### config.mk
export PLATFORM = sky130hd
export DESIGN_NAME = rob_ctrl
export DESIGN_NICKNAME = d
export VERILOG_FILES = /design/src/rtl/rob_pkg.sv /design/src/rtl/rob_ptr.sv /design/src/rtl/rob_ctrl.sv
export SDC_FILE = /design/constraint.sdc
export NUM_CORES = 1
export LEC_CHECK = 0
export ABC_CLOCK_PERIOD_IN_PS = 8900
export BUFFER_PORTS_ARGS = -buffer_cell sky130_fd_sc_hd__buf_2
export CORE_ASPECT_RATIO = 2
export CORE_MARGIN = 2
export CORE_UTILIZATION = 60
export CTS_CLUSTER_DIAMETER = 50
export CTS_CLUSTER_SIZE = 40
export DETAILED_ROUTE_END_ITERATION = 8
export GPL_ROUTABILITY_DRIVEN = 0
export GPL_TIMING_DRIVEN = 0
export MAX_ROUTING_LAYER = met4
export PLACE_DENSITY = 0.77
export SLEW_MARGIN = 10
export SYNTH_ARGS = -nofsm -noshare
export SYNTH_HDL_FRONTEND = slang
export SYNTH_HIERARCHICAL = 1
export SYNTH_SLANG_ARGS = --single-unit
### constraint.sdc
create_clock -name clk -period 8.9 [get_ports clk]
set_input_delay 0.89 -clock clk [delete_from_list [all_inputs] [get_ports clk]]
set_output_delay 0.89 -clock clk [all_outputs]
set_load 0.005 [all_outputs]
### src/rtl/rob_pkg.sv
// Shared definitions for the reorder buffer: buffer geometry and instruction-type encodings.
package rob_pkg;

   localparam int ROB_SIZE = 16;
   localparam int IDX_W    = $clog2(ROB_SIZE);

   typedef enum logic [1:0] {
      TYPE_ALU = 2'd0,
      TYPE_BR  = 2'd1,
      TYPE_ST  = 2'd2
   } rob_type_e;

endpackage

### src/rtl/rob_ptr.sv
// Head/tail/occupancy pointer unit for the reorder buffer; wraps modulo ROB_SIZE
// and collapses to empty on a flush.
module rob_ptr
   import rob_pkg::*;
(
   input  logic             clk,
   input  logic             rst,
   input  logic             push_i,
   input  logic             pop_i,
   input  logic             flush_i,
   output logic [IDX_W-1:0] head_o,
   output logic [IDX_W-1:0] tail_o,
   output logic [IDX_W:0]   count_o
);

   logic [IDX_W-1:0] head_q, head_d;
   logic [IDX_W-1:0] tail_q, tail_d;
   logic [IDX_W:0]   count_q, count_d;

   always_comb begin
      head_d  = head_q;
      tail_d  = tail_q;
      count_d = count_q;
      if (flush_i) begin
         head_d  = '0;
         tail_d  = '0;
         count_d = '0;
      end else begin
         if (push_i) tail_d = tail_q + IDX_W'(1);
         if (pop_i)  head_d = head_q + IDX_W'(1);
         if (push_i && !pop_i)      count_d = count_q + (IDX_W+1)'(1);
         else if (pop_i && !push_i) count_d = count_q - (IDX_W+1)'(1);
      end
   end

   always_ff @(posedge clk) begin
      if (rst) begin
         head_q  <= '0;
         tail_q  <= '0;
         count_q <= '0;
      end else begin
         head_q  <= head_d;
         tail_q  <= tail_d;
         count_q <= count_d;
      end
   end

   assign head_o  = head_q;
   assign tail_o  = tail_q;
   assign count_o = count_q;

endmodule

### src/rtl/rob_ctrl.sv
// Reorder buffer controller: in-order retirement, CDB result capture and branch flush.
// Defining ROB_BYPASS_EN adds two combinational operand-query ports with CDB forwarding.
module rob_ctrl
   import rob_pkg::*;
(
   input  logic             clk,
   input  logic             rst,
   input  logic             rdy,
   input  logic             alloc_valid,
   input  logic [4:0]       alloc_rd,
   input  logic [1:0]       alloc_type,
   input  logic             alloc_pred,
   input  logic [31:0]      alloc_pc_alt,
   output logic             full,
   output logic [IDX_W-1:0] alloc_idx,
   output logic             upd,
   output logic [IDX_W-1:0] upd_idx,
   output logic [4:0]       upd_rd,
   input  logic             cdb_valid,
   input  logic [IDX_W-1:0] cdb_idx,
   input  logic [31:0]      cdb_val,
   input  logic             cdb_taken,
   output logic             write,
   output logic [IDX_W-1:0] write_idx,
   output logic [4:0]       write_rd,
   output logic [31:0]      new_val,
   output logic             store_commit,
   output logic             jp_wrong,
   output logic [31:0]      jp_pc
`ifdef ROB_BYPASS_EN
   ,
   input  logic [IDX_W-1:0] q1_idx,
   input  logic [IDX_W-1:0] q2_idx,
   output logic             q1_ready,
   output logic             q2_ready,
   output logic [31:0]      q1_val,
   output logic [31:0]      q2_val
`endif
);

   logic [IDX_W-1:0] head, tail;
   logic [IDX_W:0]   count;
   logic             allocFire, commitFire, cdbHit;

   logic [ROB_SIZE-1:0] busy_q, busy_d, ready_q, ready_d;
   logic [ROB_SIZE-1:0] pred_q, taken_q;
   logic [4:0]          rd_q    [ROB_SIZE];
   logic [1:0]          type_q  [ROB_SIZE];
   logic [31:0]         val_q   [ROB_SIZE];
   logic [31:0]         pcAlt_q [ROB_SIZE];

   logic             write_q, write_d, storeCommit_q, storeCommit_d, jpWrong_q, jpWrong_d;
   logic [IDX_W-1:0] writeIdx_q, writeIdx_d;
   logic [4:0]       writeRd_q, writeRd_d;
   logic [31:0]      newVal_q, newVal_d, jpPc_q, jpPc_d;

   assign full       = (count == (IDX_W+1)'(ROB_SIZE));
   assign allocFire  = alloc_valid && !full && !jpWrong_q && rdy;
   assign commitFire = busy_q[head] && ready_q[head] && rdy && !jpWrong_q;
   assign cdbHit     = cdb_valid && busy_q[cdb_idx] && rdy;

   assign alloc_idx = tail;
   assign upd       = allocFire;
   assign upd_idx   = tail;
   assign upd_rd    = alloc_rd;

   rob_ptr u_ptr (
      .clk     (clk),
      .rst     (rst),
      .push_i  (allocFire),
      .pop_i   (commitFire),
      .flush_i (jpWrong_q),
      .head_o  (head),
      .tail_o  (tail),
      .count_o (count)
   );

   // Commit reads registered ready, so a result landing on the head retires one cycle later.
   always_comb begin
      busy_d  = busy_q;
      ready_d = ready_q;
      if (cdbHit) ready_d[cdb_idx] = 1'b1;
      if (commitFire) begin
         busy_d[head]  = 1'b0;
         ready_d[head] = 1'b0;
      end
      if (allocFire) begin
         busy_d[tail]  = 1'b1;
         ready_d[tail] = (alloc_type == TYPE_ST);
      end
      if (jpWrong_q) begin
         busy_d  = '0;
         ready_d = '0;
      end
   end

   always_ff @(posedge clk) begin
      if (rst) begin
         busy_q  <= '0;
         ready_q <= '0;
      end else begin
         busy_q  <= busy_d;
         ready_q <= ready_d;
      end
   end

   always_ff @(posedge clk) begin
      if (allocFire) begin
         rd_q[tail]    <= alloc_rd;
         type_q[tail]  <= alloc_type;
         pred_q[tail]  <= alloc_pred;
         pcAlt_q[tail] <= alloc_pc_alt;
      end
      if (cdbHit) begin
         val_q[cdb_idx]   <= cdb_val;
         taken_q[cdb_idx] <= cdb_taken;
      end
   end

   always_comb begin
      write_d       = 1'b0;
      storeCommit_d = 1'b0;
      jpWrong_d     = 1'b0;
      writeIdx_d    = writeIdx_q;
      writeRd_d     = writeRd_q;
      newVal_d      = newVal_q;
      jpPc_d        = jpPc_q;
      if (commitFire) begin
         case (type_q[head])
            TYPE_ST: storeCommit_d = 1'b1;
            TYPE_BR: begin
               if (taken_q[head] != pred_q[head]) begin
                  jpWrong_d = 1'b1;
                  jpPc_d    = pcAlt_q[head];
               end
            end
            default: begin
               write_d    = 1'b1;
               writeIdx_d = head;
               writeRd_d  = rd_q[head];
               newVal_d   = val_q[head];
            end
         endcase
      end
   end

   always_ff @(posedge clk) begin
      if (rst) begin
         write_q       <= 1'b0;
         storeCommit_q <= 1'b0;
         jpWrong_q     <= 1'b0;
         writeIdx_q    <= '0;
         writeRd_q     <= '0;
         newVal_q      <= '0;
         jpPc_q        <= '0;
      end else begin
         write_q       <= write_d;
         storeCommit_q <= storeCommit_d;
         jpWrong_q     <= jpWrong_d;
         writeIdx_q    <= writeIdx_d;
         writeRd_q     <= writeRd_d;
         newVal_q      <= newVal_d;
         jpPc_q        <= jpPc_d;
      end
   end

   assign write        = write_q;
   assign write_idx    = writeIdx_q;
   assign write_rd     = writeRd_q;
   assign new_val      = newVal_q;
   assign store_commit = storeCommit_q;
   assign jp_wrong     = jpWrong_q;
   assign jp_pc        = jpPc_q;

`ifdef ROB_BYPASS_EN
   // A same-cycle CDB broadcast to a live entry is forwarded ahead of the latch.
   assign q1_ready = busy_q[q1_idx] && (ready_q[q1_idx] || (cdb_valid && cdb_idx == q1_idx));
   assign q2_ready = busy_q[q2_idx] && (ready_q[q2_idx] || (cdb_valid && cdb_idx == q2_idx));
   assign q1_val   = (cdb_valid && cdb_idx == q1_idx) ? cdb_val : val_q[q1_idx];
   assign q2_val   = (cdb_valid && cdb_idx == q2_idx) ? cdb_val : val_q[q2_idx];
`endif

endmodule

**After elaboration in Yosys (flattened, before gate mapping)**

Memory sizes are Yosys's and may differ from the RTL's. A register that Yosys moved wholly into a read port is not among the register bits.
Index checks and enable logic that the tools add are counted.

- Register bits after elaboration: 84
- RAM bits: 1136
- Input port bits: 82
- Output and inout bits: 91
- Word-level logic and storage cells: 97
- Memories: 4

Memories:

| memory | words | bits a word | read ports | clocked after Yosys merged registers in | write ports | RTL line | text |
|---|---|---|---|---|---|---|---|
| pcAlt_q | 16 | 32 | 1 | 1 | 1 | rob_ctrl.sv:50 | `logic [31:0] pcAlt_q [ROB_SIZE];` |
| val_q | 16 | 32 | 1 | 1 | 1 | rob_ctrl.sv:49 | `logic [31:0] val_q [ROB_SIZE];` |
| rd_q | 16 | 5 | 1 | 1 | 1 | rob_ctrl.sv:47 | `logic [4:0] rd_q [ROB_SIZE];` |
| type_q | 16 | 2 | 1 | 1 | 1 | rob_ctrl.sv:48 | `logic [1:0] type_q [ROB_SIZE];` |

- $add $sub $neg: 4
- $lt $le $gt $ge: 6
- Eq/ne operators: 5
- Multiplexer cells: 35
- Bitwise gates (word level): 8
- Reductions and logical operators: 24

Operators by type and width:

| operator | count |
|---|---|
| $mux W16 | 5 |
| $bwmux W16 | 3 |
| $and A16 B16 Y16 | 2 |
| $or A16 B16 Y16 | 2 |
| $bmux W1 S4 | 5 |
| $not A16 Y16 | 1 |
| $lt A4 B5 Y1 const B | 3 |
| $mux W1 | 15 |
| $logic_and A1 B1 Y1 | 13 |
| $demux W1 S4 | 3 |
| $ge A4 B1 Y1 const B | 3 |
| $mux W5 | 2 |
| $add A4 B1 Y4 const B | 2 |
| $mux W4 | 2 |
| $reduce_or A2 Y1 | 3 |
| $add A5 B1 Y5 const B | 1 |
| $eq A5 B5 Y1 const B | 1 |
| $sub A5 B1 Y5 const B | 1 |
| $eq A2 B2 Y1 const B | 2 |
| $logic_not A1 Y1 | 4 |
| $not A1 Y1 | 3 |
| $reduce_and A3 Y1 | 1 |
| $reduce_or A3 Y1 | 1 |
| $eq A2 B1 Y1 const B | 1 |
| other kinds (3) | 3 |

**Longest topological paths before layout**

- Depth in word-level cells: 10
- Mapped depth: 14
- Depth with buffers taken out: 12

**Modules after synthesis**

Netlist, hierarchy kept.

By module, submodules not included:

| module | instances | cells an instance | area each (um2) | seq. area each (um2) |
|---|---|---|---|---|
| rob_ctrl | 1 | 2221 | 48740.5 | 37235.7 |
| rob_ptr | 1 | 68 | 643.1 | 260.2 |

**Worst setup path before layout**

Ideal clock, no wire load.

- Path kind: in2reg
- Start point: input alloc_valid
- End point: register ready_q[0]
- Setup time: 0.336 ns
- Data arrival time: 5.906 ns
- Data required time: 8.564 ns
- Slack: 2.659 ns
- Stages: 4
- Buffers on the path: 0
- Path through: and3b_1 -> o41ai_2 -> nor4b_1 -> o31ai_1

- Word-level cells in the longest chain between the ends: 4

RTL lines:

| element | RTL line | text |
|---|---|---|
| from (decl) | rob_ctrl.sv:9 | `input logic alloc_valid,` |
| $logic_and A1 B1 Y1 (3 in a row) | rob_ctrl.sv:58 | `assign allocFire = alloc_valid && !full && !jpWrong_q && rdy;` |
| $mux W16 | rob_ctrl.sv:87 | `if (allocFire) begin` |
| to (signal assigned) | rob_ctrl.sv:103 | `ready_q <= ready_d;` |
| to (decl) | rob_ctrl.sv:45 | `logic [ROB_SIZE-1:0] busy_q, busy_d, ready_q, ready_d;` |

Every way passes these cells.
A chain may end at the register's enable or synchronous reset.

**Final worst setup path**

- Start point: register u_ptr.head_q[2] (netlist: u_ptr/head_o[2])
- End point: register jpWrong_q (netlist: jp_wrong)

- Word-level cells in the longest chain between the ends: 7
- Elaborated cells between the ends (all ways): 15
- Classes of those cells: eq/ne (1); mux (9); bitwise (1); reduce/logical (4)

RTL lines:

| element | RTL line | text |
|---|---|---|
| from (decl) | rob_ptr.sv:16 | `logic [IDX_W-1:0] head_q, head_d;` |
| from (signal assigned) | rob_ptr.sv:38 | `head_q <= '0;` |
| from (signal assigned) | rob_ptr.sv:42 | `head_q <= head_d;` |
| $bmux W1 S4 | rob_ctrl.sv:59 | `assign commitFire = busy_q[head] && ready_q[head] && rdy && !jpWrong_q;` |
| $mux W1 (not written as such) | rob_ctrl.sv:59 |  |
| $logic_and A1 B1 Y1 (3 in a row) | rob_ctrl.sv:59 |  |
| $not A1 Y1 (no line) | - |  |
| $reduce_or A3 Y1 (no line) | - |  |
| to (signal assigned) | rob_ctrl.sv:159 | `jpWrong_q <= jpWrong_d;` |
| to (decl) | rob_ctrl.sv:52 | `logic write_q, write_d, storeCommit_q, storeCommit_d, jpWrong_q, jpWrong_d;` |

Parallel ways exist; a longest one is shown, timed or not. The select of a mux whose other input is x is not followed.

==> metrics.yaml <==
synth-main-ff-cell: "edfxtp_1"
critPathKind: "register to register"
synth_top_area_cell: "edfxtp_1"
critPathMaxStageDelay_ps: 800
finalHoldViolCount: 0
rows: 148
wire_per_inst_um: 32.7
r2r_start: "u_ptr/head_o[2]"
io_pins: 173
seq_area_frac_synth: 0.759
clock_skew_ps: 42.2
syn_avg_cell_area_um2: 21.6
cts_buffer_depth: 3
ant_nets: 0
routed_via_density: 6.73
cp_max_fo: 10
drc: 1
dp_slack_ps: 3890
syn_nets: 2380
yosysWarnings: 6
syn_area_um2: 49400
synth-seq-cells: 1289
drv_cap: 0
worstHoldPathType: "register to register"
ctsHoldBuffers: 0
ys_types: 51
clk_pin_slew_worst_paths_ps: 140
worst_slew_pin_slew_ps: 1190
post-cts-setup-buffers: 0
fp.dieH_um: 410
min_to: "new_val[5]"
rsz0062_at_grt: "no"
port_buffers: 172
fmax_mhz: 196
setup_violations: 0
cts_root_buf: "clkbuf_16"
setup_slack_ps: 3790
cts_buffers: 51
path_common_cell: "clkbuf_1"
cp_slowest_cell: "clkbuf_1"
fill_cells: 5025
synth_edf_count: 1168
slew_headroom: 0.201
crit_path_end_kind: "register"
antenna_found_initial: 18
p_leak_uw: 0.0170
dieWidth_um: 207
firstDrtPassIters: 8
synth_top_area_frac: 0.710
grt_util_all_layers: 0.302
cts.sinks: 1289
worstHoldStart: "new_val[5]"
worstSkewPairLatency_ps: 700
start_kind: "register"
initial_core_util: 0.606
async_reset_ff_frac: 0
critPathArrivalTime_ps: 5650
grt_pass1_wl_mm: 174
design.die.area_um2: 84800
htree_levels: 2
core_um2: 81500
fin_nets: 2696
synthCells: 2289
min_path_cells: 2
cts_tree: "done"
violations: "DRC"
drv_slew: 0
crit_required_ps: 9440
dp_hpwl_mm: 80.5
num_vias: 25009
fin_crit_ps: 5110
multiInputGateArea_um2: 11200
path_cells: "clkbuf_1 > clkbuf_1 > clkbuf_1 > clkbuf_1 > mux4_2 > inv_1 > ha_1 > o211ai_1 > clkbuf_1 > nor3_1"
reg2regPathDepth: 10
routed_wl_mm: 121
drive_gt1_frac: 0.307
ctsResizeCount: 0
area_growth_pct: 11.3
fin_util: 0.675
first_global_vias: 25680
synth_area_leaders: "edfxtp_1 (71%), mux4_2 (16%), dfxtp_1 (4.9%)"
grt_max_degree: 42
drt_iter0_drc: 3084
outcome: "finished, violations left"
reg2reg_to: "jp_wrong"
grt-ovfl-total: 0
powerDensity_nw_per_um2: 185
irDropWorstVdd_uv: 281
rrSetupSlack_ps: 3790
fin_crit_sh: 0.575
seq_area_um2: 37500
[area by class of cell]
type	instances	area share
clock inverter	39	0.0119
antenna	16	0.000728
timing repair buffer	263	0.0375
multi-input combinational	854	0.204
tap	1050	0.0239
buffer	134	0.0149
clock buffer	57	0.0240
sequential	1289	0.682
inverter	12	0.00114
[layer usage]
metal,global-route usage,share of wire,up-vias
li1,-,-,10150
met1,0.356,0.34,13036
met2,0.530,0.55,1511
met3,0.0384,0.077,312
met4,0.114,0.040,0
met5,-,0,-
[through the flow]
stage	total power [uW]	hold WS, ps	TNS, ps	instance area (um2)	std cells
after CTS	10200	461	0	54900	3698
after floorplan	6860	439	0	49400	2289
final	10200	458	0	55000	3714
after detailed placement	7000	444	0	52900	3602
after global placement	6970	440	-512020	51600	3511
after global routing	10400	483	0	55000	3712
[cells by family (layout without fill, tap and decap cells)]
kind of cell / Yosys count / in the layout / share of synthesized area
flip-flops: 1289 / 1289 / 0.759
multiplexers: 382 / 382 / 0.173
AND/OR/NAND/NOR: 277 / 277 / 0.0254
AO/OA/AOI/OAI: 176 / 176 / 0.0202
buffers and inverters: 146 / 505 / 0.0175
XOR/XNOR: 10 / 10 / 0.00193
adder cells (fa/ha/maj): 9 / 9 / 0.00243
other: 0 / 16 / 0
[placed cells by master (no fill, tap or decap), drive strengths merged, types with 2 or more instances in the layout]
cell / n
edfxtp: 1168
mux4: 371
buf: 348
nand2: 125
dfxtp: 121
clkbuf: 106
a21oi: 83
o21ai: 51
nand3: 50
nor2: 46
inv: 34
diode: 16
clkinv: 15
mux2i: 11
nor3: 10
o211ai: 9
o22ai: 9
o31ai: 9
ha: 8
nor2b: 8
nand2b: 7
xor2: 6
nand3b: 4
a22oi: 4
nand4: 4
o2bb2ai: 4
nor3b: 4
nor4: 4
xnor2: 4
and2: 3
and3: 2
and4: 2
o211a: 2
or3: 2
clkinvlp: 2
or2: 2
[report_power, final]
part	internal [uW]	leakage, uW	total, uW	switching (uW)
registers	6610	0.0115	6620	12.7
clock network	1240	0.000934	3300	2060
logic	77.4	0.00456	242	165
total	7930	0.0170	10200	2230
[worst max-delay path by stage]
stage,from,to,slack (ps),cells past startpoint
finish,u_ptr/head_o[2],jp_wrong,3790,10
global route,u_ptr/head_o[2],new_val[21],3730,11
CTS,u_ptr/head_o[2],jp_wrong,3840,10
detailed placement,u_ptr/head_o[2],jp_wrong,3890,10
global placement,rdy,ready_q[0],-3860,5
floorplan,alloc_valid,ready_q[0],2660,4
[state kept, by name (all words and copies together) (netlist names)]
name	count
jp_pc	32
val_q	512
write_idx	4
write	1
u_ptr/count_o	5
type_q	32
busy_q	16
u_ptr/tail_o	4
rd_q	80
new_val	32
taken_q	16
u_ptr/head_o	4
pred_q	16
pcAlt_q	512
write_rd	5
ready_q	16
jp_wrong	1
store_commit	1
[Yosys cell counts (9+ instances only)]
library cell and n:
a21oi_1 83, buf_1 12, buf_2 35, buf_4 15
buf_6 18, clkbuf_1 49, dfxtp_1 121, edfxtp_1 1168
inv_1 12, mux2i_1 11, mux4_1 24, mux4_2 347
nand2_1 125, nand3_1 50, nor2_1 46, nor3_1 10
o211ai_1 9, o21ai_0 22, o21ai_1 29, o22ai_1 9
o31ai_1 9
[worst max-delay path, delay by kind of cell, from the launching register on]
| family | cells | cell delay [ps] |
|---|---|---|
| buffers and inverters | 6 | 2930 |
| adder cells (fa/ha/maj) | 1 | 170 |
| AND/OR/NAND/NOR | 1 | 580 |
| multiplexers | 1 | 430 |
| AO/OA/AOI/OAI | 1 | 400 |
| flip-flops | 1 | 440 |
Power figures use the tool's default switching activity.
